### src/rtl/imem_port_arbiter.sv
// rtl/imem_port_arbiter.sv - IMEM port arbiter between instruction fetch and loader/debug requester
module imem_port_arbiter #(
  parameter int IMEM_ADDR_WIDTH  = 10,
  parameter int IMEM_DATA_DEPTH  = 1024,
  parameter int MAX_LOADER_BURST = 16
) (
  input  logic        Clk,
  input  logic        Reset_n,
  input  logic        IF_Req,
  input  logic [31:0] IF_addr,
  input  logic        LD_Req,
  input  logic        LD_We,
  input  logic [31:0] LD_Addr,
  input  logic [31:0] LD_Wdata,
  output logic        LD_Gnt,
  output logic        LD_Rvalid,
  output logic [31:0] LD_Rdata,
  output logic        LD_Err,
  output logic [31:0] IMEM_addr,
  output logic        IMEM_we,
  output logic [31:0] IMEM_wdata,
  input  logic [31:0] IMEM_rdata,
  output logic [31:0] IF_Data,
  output logic        IF_Valid,
  output logic        Arb_Stall
);

  localparam int                  LP_CNT_W      = $clog2(MAX_LOADER_BURST + 1);
  localparam logic [LP_CNT_W-1:0] LP_MAX        = LP_CNT_W'(MAX_LOADER_BURST);
  localparam logic [LP_CNT_W-1:0] LP_MAX_M1     = LP_CNT_W'(MAX_LOADER_BURST - 1);
  localparam logic [31:0]         LP_BYTE_LIMIT = 32'(4 * IMEM_DATA_DEPTH);
  localparam int                  LP_HI         = IMEM_ADDR_WIDTH + 2;

  typedef enum logic [1:0] {
    ST_FETCH    = 2'd0,
    ST_LOAD     = 2'd1,
    ST_HANDBACK = 2'd2
  } state_t;

  state_t              r_state;
  logic [LP_CNT_W-1:0] r_burst_cnt;
  logic                r_yield_block;
  logic                r_if_valid;
  logic                r_ld_rvalid;

  logic w_in_fetch;
  logic w_in_load;
  logic w_in_handback;
  logic w_takeover;
  logic w_gnt;
  logic w_addr_ovf;
  logic w_drop;
  logic w_at_limit;
  logic w_forced_yield;

  assign w_in_fetch    = (r_state == ST_FETCH);
  assign w_in_load     = (r_state == ST_LOAD);
  assign w_in_handback = (r_state == ST_HANDBACK);

  assign w_takeover = w_in_fetch & LD_Req & ~r_yield_block;
  assign w_gnt      = w_in_load & LD_Req;

  // Any byte address beyond the word-index span or the populated depth is rejected.
  assign w_addr_ovf = |(LD_Addr >> LP_HI);
  assign w_drop     = (LD_Addr[1:0] != 2'b00) | w_addr_ovf | (LD_Addr >= LP_BYTE_LIMIT);

  // The grant in flight this cycle counts toward the limit, so the yield lands on the last allowed grant.
  assign w_at_limit     = (r_burst_cnt == LP_MAX) | (w_gnt & (r_burst_cnt == LP_MAX_M1));
  assign w_forced_yield = w_gnt & w_at_limit & IF_Req;

  assign LD_Gnt     = w_gnt;
  assign LD_Err     = w_gnt & w_drop;
  assign IMEM_we    = w_gnt & LD_We & ~w_drop;
  assign IMEM_addr  = w_in_load ? LD_Addr : IF_addr;
  assign IMEM_wdata = LD_Wdata;
  assign LD_Rdata   = IMEM_rdata;
  assign IF_Data    = IMEM_rdata;
  assign IF_Valid   = r_if_valid;
  assign LD_Rvalid  = r_ld_rvalid;
  assign Arb_Stall  = Reset_n & (w_takeover | w_in_load | w_in_handback);

  always_ff @(posedge Clk or negedge Reset_n) begin
    if (!Reset_n) begin
      r_state       <= ST_FETCH;
      r_burst_cnt   <= '0;
      r_yield_block <= 1'b0;
      r_if_valid    <= 1'b0;
      r_ld_rvalid   <= 1'b0;
    end else begin
      r_if_valid  <= (w_in_fetch & ~w_takeover & IF_Req) | w_in_handback;
      r_ld_rvalid <= w_gnt & ~LD_We;

      case (r_state)
        ST_FETCH: begin
          if (IF_Req) begin
            r_yield_block <= 1'b0;
          end
          if (w_takeover) begin
            r_state <= ST_LOAD;
          end
        end
        ST_LOAD: begin
          if (w_gnt && (r_burst_cnt != LP_MAX)) begin
            r_burst_cnt <= r_burst_cnt + 1'b1;
          end
          if (!LD_Req) begin
            r_state     <= ST_HANDBACK;
            r_burst_cnt <= '0;
          end else if (w_forced_yield) begin
            r_state       <= ST_HANDBACK;
            r_burst_cnt   <= '0;
            r_yield_block <= 1'b1;
          end
        end
        ST_HANDBACK: begin
          r_state <= ST_FETCH;
        end
        default: begin
          r_state <= ST_FETCH;
        end
      endcase
    end
  end

endmodule

### config.mk
export PLATFORM = sky130hd
export DESIGN_NAME = imem_port_arbiter
export DESIGN_NICKNAME = d
export VERILOG_FILES = /design/src/rtl/imem_port_arbiter.sv
export SDC_FILE = /design/constraint.sdc
export NUM_CORES = 1
export LEC_CHECK = 0
export CAP_MARGIN = 40
export CORE_AREA = 2 2 103 105
export CTS_CLUSTER_DIAMETER = 150
export CTS_CLUSTER_SIZE = 25
export DETAILED_ROUTE_END_ITERATION = 10
export DIE_AREA = 0 0 105 107
export DONT_BUFFER_PORTS = 1
export SYNTH_ARGS = -nofsm -noshare
export SYNTH_HDL_FRONTEND = slang
export SYNTH_SLANG_ARGS = --single-unit
### constraint.sdc
create_clock -name Clk -period 5.43 [get_ports Clk]
set_input_delay 1.629 -clock Clk [delete_from_list [all_inputs] [get_ports Clk]]
set_output_delay 1.629 -clock Clk [all_outputs]
set_load 0.01 [all_outputs]
Word-level counts from Yosys, hierarchy flattened
Cells that the tools add are included.
{"block": "totals", "reg_bits": 10, "wordCells": 61, "out_inout_bits": 134, "in_bits": 133}
{"block": "classes", "add_sub_neg": 1, "n_reduce_logical": 8, "magnitude_cmp": 1, "eq_ne": 11, "n_bitwise": 23, "n_mux": 12}
{"cell": "greater-or-equal comparator 32 x 13 -> 1 bit (second input constant)", "n": 1}
{"cell": "two-way mux 32 bit", "n": 1}
{"cell": "OR reduction 20 bit", "n": 1}
{"cell": "two-way mux 5 bit", "n": 3}
{"cell": "bitwise AND 1 bit", "n": 13}
{"cell": "two-way mux 2 bit", "n": 3}
{"cell": "bitwise OR 1 bit", "n": 6}
{"cell": "adder 5 x 1 -> 5 bit (second input constant)", "n": 1}
{"cell": "== test 5 x 4 -> 1 bit (second input constant)", "n": 1}
{"cell": "== test 5 bit (second input constant)", "n": 1}
{"cell": "!= test 5 bit (second input constant)", "n": 1}
{"cell": "!= test 2 x 1 -> 1 bit (second input constant)", "n": 2}
{"cell": "!= test 2 bit (second input constant)", "n": 2}
{"cell": "inverter 1 bit", "n": 4}
{"cell": "case mux 2 bit (2 select lines)", "n": 1}
{"cell": "AND reduction 2 bit", "n": 2}
{"cell": "AND reduction 4 bit", "n": 1}
{"cell": "nonzero test 2 bit", "n": 2}
{"cell": "two-way mux 1 bit", "n": 3}
{"cell": "!= test 3 x 1 -> 1 bit (second input constant)", "n": 1}
{"cell": "!= test 3 x 2 -> 1 bit (second input constant)", "n": 1}
{"cell": "== test 2 x 1 -> 1 bit (second input constant)", "n": 1}
{"cell": "== test 2 bit (second input constant)", "n": 1}
{"cell": "zero test 2 bit", "n": 1}
{"cell": "other kinds (2)", "n": 2}

Longest topological paths before layout
Gate-level depths: netlist of run 1.
{"block": "logic_depth", "word_depth": 9, "depth_mapped": 6, "mapped_depth_nobuf": 6}

Worst setup path after synthesis of run 1
OpenSTA, ideal clock, no wires.
{"block": "synth_path", "path_type": "in2out", "from": "input port LD_Addr[24]", "to": "output port IMEM_we", "stages": 3, "path_buffers": 0, "t_arrival_ps": 2510, "required_time_ps": 3801, "slack_ps": 1291, "cell_sequence": "or4_4 > nor3_2 > and4_1"}
{"block": "synth_via", "elab_chain_cells": 5, "elab_cells_between_ends": 6}
{"item": "from (decl)", "line": "13", "text": "input logic [31:0] LD_Addr,"}
{"item": "branches (longest 2 deep; another with greater-or-equal comparator 32 x 13 -> 1 bit)"}
{"item": "bitwise OR 1 bit (*)", "line": "65", "text": "assign w_drop = (LD_Addr[1:0] != 2'b00) | w_addr_ovf | (LD_Addr >= LP_BYTE_LIMIT);"}
{"item": "inverter 1 bit (*)", "line": "73", "text": "assign IMEM_we = w_gnt & LD_We & ~w_drop;"}
{"item": "bitwise AND 1 bit (*)", "line": "73"}
{"item": "to (decl)", "line": "20", "text": "output logic IMEM_we,"}
Every way passes the cells marked *.

Worst setup path in the final report of run 1
{"block": "layout_path", "from": "input port LD_Addr[13]", "to": "output port IMEM_we"}
The elaborated chain is that of the path after synthesis.

==> impl_results.md, run 1 <==
* Register-to-Register Path Depth at 5
* Rel. slew slack at 53.61%
* GRT Total Usage at ~8.0%
* Pwr/cell area at around 230 nW/µm²
* CP Max Fanout at 2
* Register share of total power at 34.4%
* Worst slack, placed at ~1.1 ns
* Die Wd at ~110 µm
* Outcome: completed
* Die H at between 100 and 150 µm
* P_int at between 0.15 and 0.2 mW
* Final cell count without fillers at approximately 300
* Most used cell, CP: and4_1
* Worst Hold Class: reg -> reg
* CTS clk-pin slew, worst paths at roughly 0.05 ns
* Starting density of the core at ~17%
* WP data required at about 3.8 ns
* Critical path class: in -> out
* Final Max Slew Viols at 0
* Core ar. at around 10000 µm²
* Final setup margin at 1.146 ns
* CP max stage cell: nor4_1
* Placed inst area at around 1200 µm²
* Vias per Instance at just over 4
* Layout cells sized above 1 at about 6.6%
* Clk_skew at between 0.0015 and 0.002 ns
* WL/cell at ~16 µm
* I/O Buffers at 0
* DRT Wirelength at roughly 5.0 mm
* CTS tree: built
* Dpl hpwl at ~4.2 mm
* Clock Tree Root: clkbuf_8
* Cell variety after synth at 33
* Final period utilization at ~79%
* Flop-to-flop setup slack at roughly 3.7 ns
* Vias in the first global route at ~1200
* Total Nets Final at a little over 300
* Worst r2r dst: r_burst_cnt[3]
* Max H-tree Level at 1
* Slowest stage delay, CP at ~0.46 ns
* Layout area overhead at -29.90%
* Fin. Hold Viols at 0
* Vias at approximately 1200
* Total gr overflow at 0
* Leakage at 0.5863 nW
* RSZ-0062 raised after global routing: no
* MaxCap Viol Count at 0
* Remaining DRCs at 0
* Most frequent cells in the layout: nand2_1 (100), dfrtp_1 (10), inv_1 (5), a21oi_1 (5)
* Placed instance count at about 300
* Switching share of power at about 36%
* Final non-filler cell area at between 1000 and 1500 µm²
* CTS resizes at 0
* Final setup fails at 0
* Clock latency on the worst-skew pair at about 0.24 ns
* Synth warn at 0
* Post-synth net total at approximately 400
* Fmax at between 0.2 and 0.25 GHz
* Clk buf depth at 2
* Synth Cell Area at roughly 1800 µm²
* Antenna violations before repair at 0
* Post-synthesis sequential area ratio at 14.20%
* DR iter-0 viols at 35
* Post-route minimum period at 4.284 ns
* RD Place Congestion at ~0.64
* Gate Count Post-Synth at approximately 270
* FP Rows at 37
* Total setup buffers inserted after CTS at 0
* First-pass iteration count of the detailed router at 4
* Combinational share of power at 32.8%
* Clk sinks at 10
* CP Launch Type: primary input
* Crit. End Element: output port
* Worst-margin pin slew at 0.6958 ns
* Data arrival, critical path at ~2.7 ns
* Hold depth at 1
* FF+latch count, synth at 10
* Clock power share at 32.8%
* Antenna Nets Post-Route at 0
* Fill count at 1200
* Antenna Cells at 0
* Commonest non-fill, non-tap cell in the layout: nand2_1
* Pin count of the biggest net entering global routing at 22
* Worst path cell trace: nor4_1 -> and4_1 -> and4_1
* Cts hold-fix bufs at 0
* Io pins at 267
* Peak supply drop at approximately 0.067 mV
* Setup_tns at 0 ns
* Hold wc startpoint: r_yield_block
* Synthesized area per cell at 6.598 µm²
* CTS buffer count at 3
* Worst Hold End: r_yield_block
* Die area at ~11000 µm²
* RR Startpoint: r_burst_cnt[0]
* Sw Pwr at 0.1017 mW
* First-pass GRT wire length at between 6 and 7 mm
synth_stat cells:
| cell | number | area (µm²) |
|---|---|---|
| a32o_1 | 1 | 10.01 |
| buf_2 | 8 | 40.04 |
| and4b_1 | 1 | 10.01 |
| a211oi_1 | 1 | 7.510 |
| dfrtp_1 | 10 | 250.2 |
| clkbuf_2 | 1 | 5.000 |
| clkbuf_1 | 1 | 3.750 |
| and4_1 | 2 | 17.52 |
| o2111ai_1 | 1 | 8.760 |
| buf_4 | 96 | 720.7 |
| nor2b_1 | 3 | 18.77 |
| nor3_2 | 1 | 10.01 |
| or4_4 | 1 | 11.26 |
| inv_1 | 5 | 18.77 |
| ha_1 | 3 | 37.54 |
| nand3b_1 | 1 | 7.510 |
| o22ai_1 | 2 | 12.51 |
| o21ai_0 | 1 | 5.000 |
| a21oi_1 | 5 | 25.02 |
| nand3_1 | 1 | 5.000 |
| mux2i_1 | 2 | 20.02 |
| and3_1 | 1 | 6.260 |
| nand2_1 | 100 | 375.4 |
| nor4_1 | 4 | 25.02 |
| o2bb2ai_1 | 1 | 8.760 |
| nand2b_1 | 3 | 18.77 |
| and4bb_2 | 1 | 12.51 |
| o211ai_1 | 1 | 7.510 |
| nor3b_1 | 3 | 22.52 |
| nand4bb_1 | 1 | 11.26 |
| nor2_1 | 3 | 11.26 |
| nand4_1 | 1 | 6.260 |
| mux2_2 | 1 | 11.26 |
through the flow:
step	power, mW	hold slack, ns	utilization [%]
after global routing	0.3039	0.5674	12.24
after CTS	0.2882	0.5291	12.24
after global placement	0.1900	0.4961	11.69
after detailed placement	0.1931	0.5191	11.69
final	0.2838	0.5312	12.24
after floorplan	0.2482	0.4700	-
metal layers:
metal,wire (µm),global-route usage [%],vias to the layer above
met5,0,0,-
met4,270,5.810,0
met3,779,4.924,37
met2,2490,14.42,117
met1,1426,6.170,522
li1,-,-,547
worst max path at each step:
stage,slack (ns),cells after the start,end,startpoint
6_report,1.15,3,IMEM_we,LD_Addr[13]
2_1_floorplan,1.29,3,IMEM_we,LD_Addr[24]
5_1_grt,1.04,3,IMEM_we,LD_Addr[17]
4_1_cts,1.05,3,IMEM_we,LD_Addr[17]
3_3_place_gp,1.06,3,IMEM_we,LD_Addr[17]
3_5_place_dp,1.05,3,IMEM_we,LD_Addr[17]
power groups by stage:
stage	clock network, mW	logic (mW)	registers [mW]
after floorplan	0	0.154	0.0947
after global placement	0	0.0921	0.0979
after detailed placement	0	0.0943	0.0988
after CTS	0.0958	0.0945	0.0980
after global routing	0.101	0.103	0.100
final	0.0931	0.0930	0.0977
kinds of logic (layout without fill, tap and decap cells):
group	Yosys count	after routing	share of synthesized area, %
DFF	10	10	14.20
adders and majority gates	3	3	2.131
and+or+nand+nor	127	127	32.32
AOI/OAI and AO/OA	13	13	4.829
buffers and inverters	111	11	44.74
muxes	3	3	1.776
layout make-up:
| type | instances | area, µm² | area share, % |
|---|---|---|---|
| Clock buffer | 4 | 55.05 | 4.458 |
| Tap cell | 136 | 170.2 | 13.78 |
| Inverter | 5 | 18.77 | 1.520 |
| Sequential cell | 10 | 250.2 | 20.26 |
| Multi-Input combinational cell | 146 | 725.7 | 58.76 |
| Timing Repair Buffer | 2 | 15.01 | 1.216 |
registers in the layout, summed over array words and instances (netlist names):
| name | cells |
|---|---|
| r_burst_cnt | 5 |
| r_state | 2 |
| IF_Valid | 1 |
| LD_Rvalid | 1 |
| r_yield_block | 1 |
critical path, delay by kind of cell:
family           cells  cell delay (ns)
and+or+nand+nor      3             1.02
Note: power is estimated with default switching activity, not from simulation.
==> run 2, diff against run 1 <==
==> constraint.sdc (replaced) <==
create_clock -name Clk -period 3.56 [get_ports Clk]
set_input_delay 1.068 -clock Clk [delete_from_list [all_inputs] [get_ports Clk]]
set_output_delay 1.068 -clock Clk [all_outputs]
set_load 0.01 [all_outputs]
==> run 2 against run 1 <==
  * Clock-buffer cell count is 1 lower
  * Clock skew is 0.0015 ns higher
  * Flip-flop and latch count stayed put
  * Clock power grew 24%
  * Core utilization about the same
  * Critical path depth unchanged
  * Die area did not move
  * Largest cell class unchanged
  * Worst hold slack lost 0.018 ns
  * Highest routed layer unchanged
==> impl_results.md, run 2 (same netlist as run 1, synthesis figures left out) <==
* Outcome: completed
* RD Place Congestion at 0.6532 (+1.3%)
* CP max stage cell: nor4_1
* Pin count of the biggest net entering global routing at 37 (+68%)
* Clock latency on the worst-skew pair at 0.23 ns (about the same)
* First-pass iteration count of the detailed router at 5 (+1)
* Commonest non-fill, non-tap cell in the layout: nand2_1
* Clk buf depth at 2 (unchanged)
* Top reg by flops: r_burst_cnt
* CP Launch Type: primary input
* Max H-tree Level at 1 (unchanged)
* Vias in the first global route at 1143 (-2.7%)
* Worst path cell trace: nor4_1 -> and4_1 -> and4_1
* Vias per Instance at 4.220 (+4.6%)
* Worst Hold Class: reg -> reg
* Total gr overflow at 0 (unchanged)
* Fin. Hold Viols at 0 (unchanged)
* CTS buffer count at 3 (unchanged)
* Critical Path End: IMEM_we
* GRT Total Usage at 7.888% (-0.090 points)
* Total setup buffers inserted after CTS at 0 (unchanged)
* Remaining DRCs at 0 (unchanged)
* Antenna violations before repair at 0 (unchanged)
* Hold slack at 0.5128 ns (-0.01840 ns)
* Die area at 11240 µm² (unchanged)
* First-pass GRT wire length at 6.575 mm (+0.52%)
* RSZ-0062 raised after global routing: no
* Worst r2r dst: r_burst_cnt[3]
* Setup crit start: LD_Addr[13]
* CTS resizes at 0 (unchanged)
* Final Max Slew Viols at 0 (unchanged)
* Clock Tree Root: clkbuf_8
* Flop-to-flop setup slack at 1.80 ns (-1.90 ns)
* RR Startpoint: r_burst_cnt[0]
* Final setup fails at 0 (unchanged)
* Biggest regs: r_burst_cnt (5), r_state (2)
* Data arrival, critical path at 2.10 ns (-0.55 ns)
* MaxCap Viol Count at 0 (unchanged)
* WL/cell at 16.20 µm (-1.2%)
* CTS tree: built
* CP Depth at 3 (unchanged)
* Dpl hpwl at 4.116 mm (-2.9%)
* Setup_tns at 0 ns (unchanged)
* Post-route minimum period at between 3 and 4 ns
* Vias at 1283 (+4.9%)
* Antenna Nets Post-Route at 0 (unchanged)
* Clk_skew at 0.003179 ns (+0.001473 ns)
* Peak supply drop at 0.1006 mV (+50%)
* Final Util at 12.25% (+0.012 points)
* Total Nets Final at 306 (+0.66%)
* Pwr/cell area at 330.2 nW/µm² (+44%)
* Layout area overhead at -29.83%
* Cts hold-fix bufs at 0 (unchanged)
* Rel. slew slack at 66.81% (+13 points)
* CP Max Fanout at 2 (unchanged)
* Io pins at 267 (unchanged)
* Max reg flops at 5 (unchanged)
* Antenna Cells at 0 (unchanged)
* CTS clk-pin slew, worst paths at 0.05 ns (about the same)
* Most frequent cells in the layout: nand2_1 (100), dfrtp_1 (10), inv_1 (5), a21oi_1 (5)
* Layout cells sized above 1 at 7.143% (+0.56 points)
* Crit. End Element: output port
* Clk sinks at 10 (unchanged)
* WP data required at 2.49 ns (-1.31 ns)
* DR iter-0 viols at 66 (+89%)
* Fmax at 0.3156 GHz
* Core ar. at 10090 µm² (unchanged)
* Most used cell, CP: and4_1
* Critical path class: in -> out
* I/O Buffers at 0 (unchanged)
* Worst-margin pin slew at 0.4934 ns (-0.2024 ns)
* Die H at 107 µm (unchanged)
* Slowest stage delay, CP at 0.46 ns (about the same)
* Final cell count without fillers at 304 (+0.33%)
* Starting density of the core at 17.46% (unchanged)
* Final period utilization at about nine tenths
* FP Rows at 37 (unchanged)
* CP top delay family: simple AND/OR/NAND/NOR gates
* DRT Wirelength at 4.926 mm (-0.83%)
* Placed instance count at 301 (+0.67%)
* Register-to-Register Path Depth at 5 (unchanged)
* Worst path bufs/invs at 0 (unchanged)
* Hold wc startpoint: r_yield_block
* Die Wd at 105 µm (unchanged)
* Leakage at 0.5895 nW (+0.55%)
## run 2: layer usage
metal / up-vias / track usage [%] / wire (µm)
li1: 549 / - / -
met1: 564 / 6.904 / 1523
met2: 132 / 13.87 / 2404
met3: 38 / 4.438 / 747
met4: 0 / 5.143 / 250
met5: - / 0 / 0
## run 2: power by group
part | internal [mW] | switching, mW
Combinational | 0.0526 | 0.0904
Sequential | 0.130 | 0.0203
Clock | 0.0738 | 0.0414
Total | 0.256 | 0.152
## run 2: area by class of cell
type	count	area (µm²)
multi-input combinational	146	725.7
timing repair buffer	4	30.03
sequential	10	250.2
fill	1192	8856
inverter	5	18.77
clock buffer	3	41.29
tap	136	170.2
## run 2: stage by stage
step           power (mW)  area, µm²  worst slack, ns
3_3_place_gp       0.2911       1195           0.3661
6_report           0.4082       1236           0.3911
4_1_cts            0.4128       1236           0.3356
5_1_grt            0.4392       1236           0.3325
2_1_floorplan      0.3786       1762           0.5429
3_5_place_dp       0.2948       1195           0.3356
## run 2: worst register-to-register path, stage by stage (launching register included)
cell and delay [ns]:
dfrtp_1 0.41, ha_1 0.26, and3_1 0.20, ha_1 0.23, o21ai_0 0.36, a32o_1 0.23
## run 2: worst min-delay path by stage
stage | end | slack [ns] | depth (start not counted)
5_1_grt | r_burst_cnt[2] | 0.51 | 0
3_3_place_gp | r_yield_block | 0.49 | 1
6_report | r_yield_block | 0.51 | 1
3_5_place_dp | r_yield_block | 0.50 | 1
2_1_floorplan | r_yield_block | 0.47 | 1
4_1_cts | r_burst_cnt[2] | 0.52 | 0
